==> config.mk <==
export PLATFORM = sky130hd
export DESIGN_NAME = dvfs_seq_flat
export DESIGN_NICKNAME = d
export VERILOG_FILES = /design/src/rtl/dpmu_pkg.sv /design/src/rtl/dvfs_seq_if.sv /design/src/rtl/dvfs_settle_timer.sv /design/src/rtl/dvfs_seq.sv /design/src/flat_wrapper.sv
export SDC_FILE = /design/constraint.sdc
export NUM_CORES = 1
export LEC_CHECK = 0
export ABC_AREA = 1
export CORE_ASPECT_RATIO = 1.75
export CORE_MARGIN = 3
export CORE_UTILIZATION = 43
export CTS_CLUSTER_DIAMETER = 50
export DETAILED_ROUTE_END_ITERATION = 8
export GPL_TIMING_DRIVEN = 0
export HOLD_SLACK_MARGIN = 0.15
export PLACE_DENSITY = 0.67
export SETUP_SLACK_MARGIN = 0.5
export SLEW_MARGIN = 0
export SYNTH_ARGS = -nofsm -noshare
export SYNTH_HDL_FRONTEND = slang
export SYNTH_HIERARCHICAL = 1
export SYNTH_SLANG_ARGS = --single-unit
export TNS_END_PERCENT = 30
==> constraint.sdc <==
create_clock -name clk -period 1.8 [get_ports clk]
set_clock_uncertainty 0.05 [all_clocks]
set_input_delay 0.36 -clock clk [delete_from_list [all_inputs] [get_ports clk]]
set_output_delay 0.36 -clock clk [all_outputs]
set_load 0.005 [all_outputs]
==> src/rtl/dpmu_pkg.sv <==
// Shared power-management definitions: code widths, reset operating point,
// sequencer state encoding and the phase-selection helper.
package dpmu_pkg;

  localparam int unsigned V_W = 2;
  localparam int unsigned F_W = 3;

  localparam logic [V_W-1:0] V_DEFAULT = 2'b01;
  localparam logic [F_W-1:0] F_DEFAULT = 3'b010;

  typedef enum logic [2:0] {
    IDLE,
    V_UP,
    F_STEP,
    V_DOWN,
    SETTLE
  } dvfs_state_t;

  // Picks the phase that owns the next step. Voltage rises before frequency
  // moves and falls after it. When nothing is left to change, F_STEP is
  // returned and acts as the completion slot.
  function automatic dvfs_state_t next_phase(input logic [V_W-1:0] tv,
                                             input logic [F_W-1:0] tf,
                                             input logic [V_W-1:0] cv,
                                             input logic [F_W-1:0] cf);
    if (tv > cv) return V_UP;
    if (tf != cf) return F_STEP;
    if (tv < cv) return V_DOWN;
    return F_STEP;
  endfunction

endpackage

==> src/rtl/dvfs_seq_if.sv <==
// Operating-point request handshake between a power manager and dvfs_seq.
interface dvfs_seq_if;

  logic                        req_valid;
  logic                        req_ready;
  logic [dpmu_pkg::V_W-1:0]    tgt_v;
  logic [dpmu_pkg::F_W-1:0]    tgt_f;

  modport master (
    output req_valid,
    output tgt_v,
    output tgt_f,
    input  req_ready
  );

  modport slave (
    input  req_valid,
    input  tgt_v,
    input  tgt_f,
    output req_ready
  );

endinterface

==> src/rtl/dvfs_settle_timer.sv <==
// Settle-time down-counter: load arms it, expire is high during the last
// cycle of the wait so the owner acts on the following edge.
module dvfs_settle_timer #(
  parameter int unsigned SETTLE_CYCLES = 16
) (
  input  logic clk,
  input  logic rst_n,
  input  logic load,
  input  logic clear,
  output logic expire
);

  logic [7:0] cnt;

  always_ff @(posedge clk) begin
    if (!rst_n) begin
      cnt <= '0;
    end else if (clear) begin
      cnt <= '0;
    end else if (load) begin
      cnt <= 8'(SETTLE_CYCLES - 1);
    end else if (cnt != '0) begin
      cnt <= cnt - 1'b1;
    end
  end

  assign expire = (cnt == 8'd1);

endmodule

==> src/rtl/dvfs_seq.sv <==
// DVFS sequencer: walks voltage and frequency codes one step at a time to a
// requested operating point, with a settle wait between steps.
module dvfs_seq
  import dpmu_pkg::*;
#(
  parameter int unsigned SETTLE_CYCLES = 16
) (
  input  logic            clk,
  input  logic            rst_n,
  dvfs_seq_if.slave       req,
  input  logic            emerg,
  output logic [V_W-1:0]  cur_v,
  output logic [F_W-1:0]  cur_f,
  output logic            busy,
  output logic            done,
  output logic            aborted
);

  dvfs_state_t     state;
  dvfs_state_t     follow;
  logic [V_W-1:0]  lat_v, nv;
  logic [F_W-1:0]  lat_f, nf;
  logic            emerg_q;
  logic            step_now;
  logic            finishing;
  logic            expire;

  // Phase states hold the step that fires on the next edge; F_STEP with the
  // frequency already on target is the completion slot.
  always_comb begin
    nv = cur_v;
    nf = cur_f;
    case (state)
      V_UP:   nv = cur_v + 1'b1;
      V_DOWN: nv = cur_v - 1'b1;
      F_STEP: begin
        if (cur_f < lat_f)      nf = cur_f + 1'b1;
        else if (cur_f > lat_f) nf = cur_f - 1'b1;
      end
      default: ;
    endcase
    follow = next_phase(lat_v, lat_f, nv, nf);
  end

  assign step_now      = state inside {V_UP, F_STEP, V_DOWN};
  assign finishing     = (state == F_STEP) && (cur_f == lat_f);
  assign busy          = (state != IDLE);
  assign req.req_ready = (state == IDLE) && !emerg;

  dvfs_settle_timer #(.SETTLE_CYCLES(SETTLE_CYCLES)) u_timer (
    .clk    (clk),
    .rst_n  (rst_n),
    .load   (step_now && !finishing),
    .clear  (emerg),
    .expire (expire)
  );

  always_ff @(posedge clk) begin
    if (!rst_n) begin
      state   <= IDLE;
      cur_v   <= V_DEFAULT;
      cur_f   <= F_DEFAULT;
      lat_v   <= '0;
      lat_f   <= '0;
      done    <= 1'b0;
      aborted <= 1'b0;
      emerg_q <= 1'b0;
    end else begin
      done    <= 1'b0;
      aborted <= 1'b0;
      emerg_q <= emerg;
      if (emerg) begin
        cur_f   <= '0;
        state   <= IDLE;
        aborted <= !emerg_q;
      end else begin
        case (state)
          IDLE: begin
            if (req.req_valid) begin
              lat_v <= req.tgt_v;
              lat_f <= req.tgt_f;
              state <= next_phase(req.tgt_v, req.tgt_f, cur_v, cur_f);
            end
          end
          SETTLE: begin
            if (expire) state <= next_phase(lat_v, lat_f, cur_v, cur_f);
          end
          V_UP, F_STEP, V_DOWN: begin
            if (finishing) begin
              done  <= 1'b1;
              state <= IDLE;
            end else begin
              cur_v <= nv;
              cur_f <= nf;
              state <= (SETTLE_CYCLES == 1) ? follow : SETTLE;
            end
          end
          default: state <= IDLE;
        endcase
      end
    end
  end

endmodule

==> src/flat_wrapper.sv <==
// flat-port wrapper written by rule: the top's interface ports become plain ports
module dvfs_seq_flat import dpmu_pkg::*;
#(
  parameter int unsigned SETTLE_CYCLES = 16
)
  (clk, rst_n, emerg, cur_v, cur_f, busy, done, aborted, req_req_valid, req_tgt_v, req_tgt_f, req_req_ready);
  dvfs_seq_if req_i ();
  input  logic clk;
  input  logic rst_n;
  input  logic emerg;
  output logic [V_W-1:0] cur_v;
  output logic [F_W-1:0] cur_f;
  output logic busy;
  output logic done;
  output logic aborted;
  input wire logic [$bits(req_i.req_valid)-1:0] req_req_valid;
  input wire logic [$bits(req_i.tgt_v)-1:0] req_tgt_v;
  input wire logic [$bits(req_i.tgt_f)-1:0] req_tgt_f;
  output wire logic [$bits(req_i.req_ready)-1:0] req_req_ready;
  assign req_i.req_valid = req_req_valid;
  assign req_i.tgt_v = req_tgt_v;
  assign req_i.tgt_f = req_tgt_f;
  assign req_req_ready = req_i.req_ready;
  dvfs_seq #(.SETTLE_CYCLES(SETTLE_CYCLES)) u_core (.clk(clk), .rst_n(rst_n), .req(req_i), .emerg(emerg), .cur_v(cur_v), .cur_f(cur_f), .busy(busy), .done(done), .aborted(aborted));
endmodule
**Word-level counts from Yosys, hierarchy flattened**

Cells that the tools add are included.
W data, S select, Z words.

- Reduce and logical (&&, ||, !) cells: 26
- $lt $le $gt $ge: 6
- Equal/unequal tests: 11
- Muxes and demuxes: 62
- Bitwise logic cells: 4
- Add/sub/neg operators: 5

Operator list:

| cell | count |
|---|---|
| $mux W3 | 17 |
| $mux W1 | 37 |
| $reduce_and A4 Y1 | 3 |
| $reduce_bool A2 Y1 | 5 |
| $pmux W3 S3 | 1 |
| $reduce_bool A3 Y1 | 3 |
| $reduce_or A3 Y1 | 3 |
| $eq A8 B1 Y1 const B | 1 |
| $mux W2 | 4 |
| $mux W4 | 2 |
| $reduce_bool A8 Y1 | 1 |
| $sub A8 B1 Y8 const B | 1 |
| $eq A3 B2 Y1 const B | 2 |
| $ne A3 B3 Y1 | 2 |
| $gt A2 B2 Y1 | 2 |
| $lt A2 B2 Y1 | 2 |
| $ne A2 B2 Y1 const B | 2 |
| $not A1 Y1 | 4 |
| $pmux W2 S2 | 1 |
| $reduce_and A2 Y1 | 2 |
| $add A3 B1 Y3 const B | 1 |
| $eq A3 B1 Y1 const B | 1 |
| $eq A3 B3 Y1 | 1 |
| $eq A3 B3 Y1 const B | 1 |
| other kinds (11) | 15 |

- Word-level logic and storage cells: 125
- Bits of input ports: 9
- Output and inout bits: 9
- Flip-flop bits (word level): 24

**Depth between registers and ports, before layout**

Gate-level depths: netlist of run 1.

- Depth after elaboration: 22
- Depth in mapped cells: 13
- Gate-level depth less buffers: 13

**By module**

Netlist of run 1, hierarchy kept.

Modules (own cells, without submodules):

| module | sequential area each (um2) | area an instance (um2) | times used | cells each |
|---|---|---|---|---|
| dvfs_seq | 320.3 | 975.9 | 1 | 141 |
| dvfs_settle_timer | 160.2 | 490.5 | 1 | 74 |

**Worst setup path after synthesis of run 1**

OpenSTA, ideal clock, no wires.

- Kind: flip-flop to flip-flop
- Start point: register u_core.cur_f[0]
- End point: register u_core.cur_f[2]
- Cell stages (with the launch flop): 12
- Slack: 0.074 ns
- Required time: 1.637 ns
- Path buffers: 0
- Library setup time: 0.113 ns
- Period minus slack after synthesis: 1.726 ns
- Arrival: 1.564 ns
- Cell sequence: dfxtp_1 inv_1 ha_1 inv_1 nand3_1 nand2_1 inv_1 fa_1 nand3_1 nand3_2 nor2_1 nor2_1

- Longest elaborated chain between the ends: 4
- Elaborated cells on any way between the ends: 11
- Those cells by class: add/sub (2); order compare (2); eq/ne (1); mux (2); bitwise (1); reduce/logical (3)

Ends and longest elaborated chain:

| what | line | text |
|---|---|---|
| start, declared | dvfs_seq.sv:13 | `output logic [F_W-1:0] cur_f,` |
| start signal, assigned | dvfs_seq.sv:94 | `cur_f <= nf;` |
| branches (longest 4 deep; another with $sub A3 B1 Y3) | -- |  |

Parallel ways; which one is timed is not known. The select of a mux whose other input is x is not followed.
A chain may end at the register's enable or synchronous reset.

**Final worst setup path of run 1**

- Start point: register u_core.cur_f[2]
- End point: register u_core.cur_f[1]

- Longest elaborated chain between the ends: 6
- Elaborated cells on any way between the ends: 12
- Those cells by class: order compare (2); eq/ne (2); mux (5); reduce/logical (3)

Ends and longest elaborated chain:

| what | line | text |
|---|---|---|
| $lt A3 B3 Y1 | dvfs_seq.sv:37 | `if (cur_f < lat_f) nf = cur_f + 1'b1;` |
| $mux W3 | dvfs_seq.sv:37 |  |
| $mux W2 | dvfs_seq.sv:33 | `case (state)` |
| $mux W2 | dvfs_seq.sv:89 | `if (finishing) begin` |
| $mux W2 | dvfs_seq.sv:77 | `case (state)` |
| $mux W2 | dvfs_seq.sv:72 | `if (emerg) begin` |

Several ways; a longest one is shown, not always the timed one. The select of a mux whose other input is x is not followed.

==> metrics, run 1 <==
outcome complete, no violations; Critical-path top delay cell fa_2; DIE AREA 0.00417 sq mm; Synth Area in Compound Gates 8.70%; largest net degree at the start of global routing 15; crit-path max cell delay 0.42 ns; drt total wl 3280 microns; Final Cell Area 0.00201 sq mm; Clock Pin Slew Worst Setup and Hold Paths 0.09 ns; first-pass GRT wire length 5780 microns; CP Class flop to flop; layout cell share with drive strength beyond 1 26.2%; grt ovf 0; count of input and output buffers 17; max-cap violations 0; drt drc 0; Placer Congestion 0.832; Final setup viols 0; Yosys reg bits 24; Hold Buf Count CTS 0; DR vias/cell 4.69; top post-synthesis cells by area dfxtp_1, nand2_1, inv_1; CTS Root Cell clkbuf_8; Fmax achieved 585 MHz; RSZ-0062 raised after global routing true; CTS tree done; P&R area growth vs syn 37.0%; # rows 27; mux cell area share after synthesis 0%; largest family of logic cells by synthesized area simple AND/OR/NAND/NOR gates; final antenna-violating net count 0; vias in the first global route 1404; WP data arrival 1.88 ns; First DRT Iteration DRCs 14; clock sinks 24; Critical Path RT 1.97 ns; post-layout net count 273; Post-Synth XOR/XNOR Area 1.79%; DP HPWL 2440 microns; crit end category flop; Fin. Hold Viols 0; cell family with most CP delay adder cells; CTS Buffer Depth 2; Synthesized Nets 235; Post-Synth Adder-Cell Area 9.90%; period utilization 95.0%; clock latency on the worst-skew pair 0.27 ns; post-synth top area cell dfxtp_1; Slew Limit Headroom 71.8%; TritonCTS Buffers 3; Yosys cell types 24; initial antenna violation count 0; WL per Instance 11.1 microns; Vias 1385; startpoint types flop; Max VDD drop 0.763 mV; synth warn 6; Seq/Total Area, Yosys 32.8%; Syn Inst Count 215; placed cell area 0.00173 sq mm; Die Height 83.3 microns; Worst path most repeated cell nand2_1; worst slew pin tran 0.422 ns; post-synth top area share 32.8%; Critical Path Fanout Max 4; core footprint 0.00321 sq mm; setup_tns 0 ns; Die Width 50.1 microns; Initial Utilization 45.7%; minimum clock period 1.71 ns; Final Power 0.00256 W; worst min-delay path category flop to flop; Critical Path, Cell by Cell ha_4, a21oi_4, nand2_4, inv_2, fa_2, o21ai_2, nand2_1, nand2_1; Static Leak 0.976 nW; hold_ws 0.343 ns; mean post-synth cell area 6.82 sq um; Layout Utilization 62.6%; Slew Viols, Final 0; I/O pins 18; DRT Pass-1 Iters 4; H-tree levels 1; Post-Synth Simple-Gate Area 35.8%; synthesized cell area 0.00147 sq mm; Worst Path Buf+Inv 1; Tot GR Track Use 17.7%; antenna cell count 0; pwr dens 1280 mW/mm^2
[final timing paths]
check                     to  slack, ns             from  cells after the start
min           u_core/aborted       0.34   u_core/emerg_q                      1
max          u_core/cur_f[1]       0.09  u_core/cur_f[2]                      8
min reg2reg   u_core/aborted       0.34   u_core/emerg_q                      1
max reg2reg  u_core/cur_f[1]       0.09  u_core/cur_f[2]                      8
[cells by family (layout without fill, tap and decap cells)]
kind of cell,count (synthesis),after routing
AO/OA/AOI/OAI,24,24
XOR/XNOR,3,3
adder cells (fa/ha/maj),11,11
buffers and inverters,43,80
flip-flops,24,24
AND/OR/NAND/NOR,110,110
[registers in the layout (all words and copies together) (netlist names)]
register / count
u_core/state: 3
u_core/cur_v: 2
u_core/emerg_q: 1
u_core/cur_f: 3
u_core/lat_v: 2
u_core/lat_f: 3
u_core/aborted: 1
u_core/done: 1
u_core/u_timer/cnt: 8
[per-layer routing]
layer / part of all wire [%] / up-vias / global-route usage (%)
met2: 55 / 23 / 33.5
met3: 2.8 / 9 / 2.15
met5: 0 / - / 0
met4: 2.8 / 0 / 8.31
li1: - / 730 / -
met1: 39 / 623 / 18.3
[per-stage QoR]
step,worst slack [ns],instances
6_report,0.0902,295
5_1_grt,-0.0298,295
3_3_place_gp,-0.279,275
2_1_floorplan,0.198,215
4_1_cts,0.101,286
3_5_place_dp,-0.258,275
[placed cells by master, fill, tap and decap left out, types with 2 or more instances in the layout]
| cell type | instances |
|---|---|
| a21oi_1 | 13 |
| buf_4 | 16 |
| clkbuf_8 | 3 |
| clkdlybuf4s50_1 | 12 |
| dfxtp_1 | 16 |
| dfxtp_2 | 5 |
| dfxtp_4 | 3 |
| dlygate4sd2_1 | 2 |
| dlymetal6s2s_1 | 2 |
| ha_1 | 7 |
| ha_4 | 3 |
| inv_1 | 33 |
| inv_2 | 8 |
| nand2_1 | 52 |
| nand2_2 | 3 |
| nand2_4 | 3 |
| nand3_1 | 7 |
| nand3_2 | 5 |
| nand3_4 | 2 |
| nand3b_1 | 2 |
| nor2_1 | 26 |
| nor2_4 | 5 |
| o21ai_0 | 6 |
| o21ai_2 | 2 |
| or2_0 | 2 |
| xor2_1 | 2 |
[area by class of cell]
cell class                      instances  area, sq um
Tap cell                               43         53.8
Clock buffer                            3         41.3
Multi-Input combinational cell        148          928
Fill cell                             292         1200
Clock inverter                          1         30.0
Inverter                               43          165
Sequential cell                        24          498
Timing Repair Buffer                   33          293
[report_power, final]
part           leakage, nW  switching, W  internal, W
logic                0.740      0.000775     0.000569
clock network       0.0357      0.000183     0.000298
registers            0.200      0.000102     0.000636
[Yosys cell counts, drive strengths merged]
cell type  count
nand2         58
inv           42
nor2          32
dfxtp         24
a21oi         15
nand3         14
ha            10
o21ai          9
nand3b         2
or2            2
xor2           2
clkinv         1
fa             1
nor2b          1
nor3           1
xnor2          1
[timing repair]
item | in CTS | in global routing
buffers inserted | 7 | 9
pin swaps | 6 | 6
setup endpoints to repair | 31 | 28
resized for setup | 15 | 15
Power figures use the tool's default switching activity.
==> run 2, diff against run 1 <==
--- a/config.mk
+++ b/config.mk
@@ -11,7 +11,6 @@
 export CORE_UTILIZATION = 43
 export CTS_CLUSTER_DIAMETER = 50
 export DETAILED_ROUTE_END_ITERATION = 8
-export GPL_TIMING_DRIVEN = 0
 export HOLD_SLACK_MARGIN = 0.15
 export PLACE_DENSITY = 0.67
 export SETUP_SLACK_MARGIN = 0.5
==> constraint.sdc (replaced) <==
create_clock -name clk -period 1.8 [get_ports clk]
set_clock_uncertainty 0.05 [all_clocks]
set_input_delay 0.36 -clock clk [delete_from_list [all_inputs] [get_ports clk]]
set_output_delay 0.36 -clock clk [all_outputs]
set_load 0.02 [all_outputs]
==> metrics, run 2 (same netlist as run 1, synthesis figures left out) <==
outcome complete, no violations; Die Height 83.3 microns (unchanged); Vias 1380 (-0.36%); startpoint types flop; grt ovf 0 (unchanged); period utilization 93.7% (-1.3 points); Clock Pin Slew Worst Setup and Hold Paths 0.09 ns (about the same); H-tree levels 1 (unchanged); pwr dens 1300 mW/mm^2 (+1.6%); crit end category flop; final antenna-violating net count 0 (unchanged); worst min-delay path category flop to flop; Worst path most repeated cell nand2_1; initial antenna violation count 0 (unchanged); WP data arrival 1.80 ns (-0.08 ns); RSZ-0062 raised after global routing true; antenna cell count 0 (unchanged); Slew Limit Headroom 81.4% (+9.5 points); post-layout net count 273 (unchanged); Die Width 50.1 microns (unchanged); setup_tns 0 ns (unchanged); Final setup viols 0 (unchanged); # rows 27 (unchanged); vias in the first global route 1354 (-3.6%); first-pass GRT wire length 5540 microns (-4.2%); minimum clock period 1.69 ns (-0.0230 ns); DIE AREA 0.00417 sq mm (unchanged); count of input and output buffers 17 (unchanged); Tot GR Track Use 16.8% (-0.98 points); drt drc 0 (unchanged); Fmax achieved 593 MHz (+1.4%); CTS Root Cell clkbuf_8; Max VDD drop 0.587 mV (-23%); Final Power 0.00257 W (+0.16%); clock latency on the worst-skew pair 0.27 ns (about the same); largest net degree at the start of global routing 15 (unchanged); DP HPWL 2490 microns (+2.3%); most common cell after layout, fill and taps aside nand2_1; Most flops, register u_core/u_timer/cnt; I/O pins 18 (unchanged); Placer Congestion 0.842 (+1.2%); drt total wl 3150 microns (-4.0%); max-cap violations 0 (unchanged); max reg flops 8 (unchanged); Critical-path top delay cell fa_2; core footprint 0.00321 sq mm (unchanged); layout cell share with drive strength beyond 1 26.2% (unchanged); worst slew pin tran 0.277 ns (-0.145 ns); CTS Buffer Depth 2 (unchanged); Critical Path Fanout Max 4 (unchanged); CP Class flop to flop; CTS tree done; most frequent cells in the layout nand2_1, inv_1, nor2_1, dfxtp_1, buf_4; Fin. Hold Viols 0 (unchanged); Initial Utilization 45.7% (unchanged); DR vias/cell 4.68 (-0.36%); clock sinks 24 (unchanged); crit-path max cell delay 0.52 ns (+0.10 ns); Critical Path, Cell by Cell ha_4, nand3_4, nand2_4, inv_2, fa_2, o21ai_2, nand2_1, nand2_1; TritonCTS Buffers 3 (unchanged); Slew Viols, Final 0 (unchanged); P&R area growth vs syn 35.1%; WL per Instance 10.7 microns (-4.0%); First DRT Iteration DRCs 7 (-7); DRT Pass-1 Iters 4 (unchanged); Static Leak 0.967 nW (-0.88%); Critical Path RT 1.91 ns (-0.06 ns)
## run 2: cell count changes in the layout (fill, tap and decap cells not counted), sizes merged
cell / previous run / this run
buf: 16 / 19
dlygate4sd2: 2 / 1
dlymetal6s2s: 2 / 0
## run 2: final cells by class
class,count,area [sq um]
Clock buffer,3,41.3
Clock inverter,1,30.0
Fill cell,315,1230
Inverter,43,165
Multi-Input combinational cell,148,911
Sequential cell,24,498
Tap cell,43,53.8
Timing Repair Buffer,33,282
## run 2: critical path, delay by kind of cell, from the launching register on
family	cells	cell delay (ns)
adders and majority gates	2	0.82
DFF	1	0.37
and+or+nand+nor	4	0.26
AOI/OAI and AO/OA	1	0.05
buffers and inverters	1	0.04
## run 2: final timing paths
path | depth (start not counted) | start | slack (ns) | end
max | 8 | u_core/cur_f[2] | 0.11 | u_core/cur_f[1]
min | 1 | u_core/emerg_q | 0.34 | u_core/aborted
max reg2reg | 8 | u_core/cur_f[2] | 0.11 | u_core/cur_f[1]
min reg2reg | 1 | u_core/emerg_q | 0.34 | u_core/aborted
## run 2: repair_timing
action                                  CTS  global route
setup buffers                             7             3
pin swaps                                 6             3
hold buffers                              0             0
endpoints found under the setup margin   28            30
gates resized for setup                  31             3
## run 2: per-layer routing
layer  vias up  GRT usage (%)  share of wire [%]
met4         0           7.05                2.2
met1       624           16.6                 38
met5         -              0                  0
li1        734              -                  -
met2        16           32.9                 57
met3         6           1.80                2.3
## run 2: metrics by stage
step,utilization [%],hold WS [ns],cell area (sq um),setup WS [ns],instances
2_1_floorplan,-,0.318,1530,0.184,215
3_3_place_gp,56.0,0.327,1800,-0.218,281
3_5_place_dp,56.0,0.325,1800,-0.198,281
4_1_cts,60.7,0.339,1950,0.118,292
5_1_grt,61.7,0.375,1980,0.0268,295
6_report,61.7,0.336,1980,0.113,295
## run 2: where the power goes
part           leakage (nW)  internal [W]  switching [W]
clock network        0.0357      0.000297       0.000176
logic                 0.732      0.000572       0.000783
registers             0.200      0.000635       0.000104
total                 0.967       0.00150        0.00106
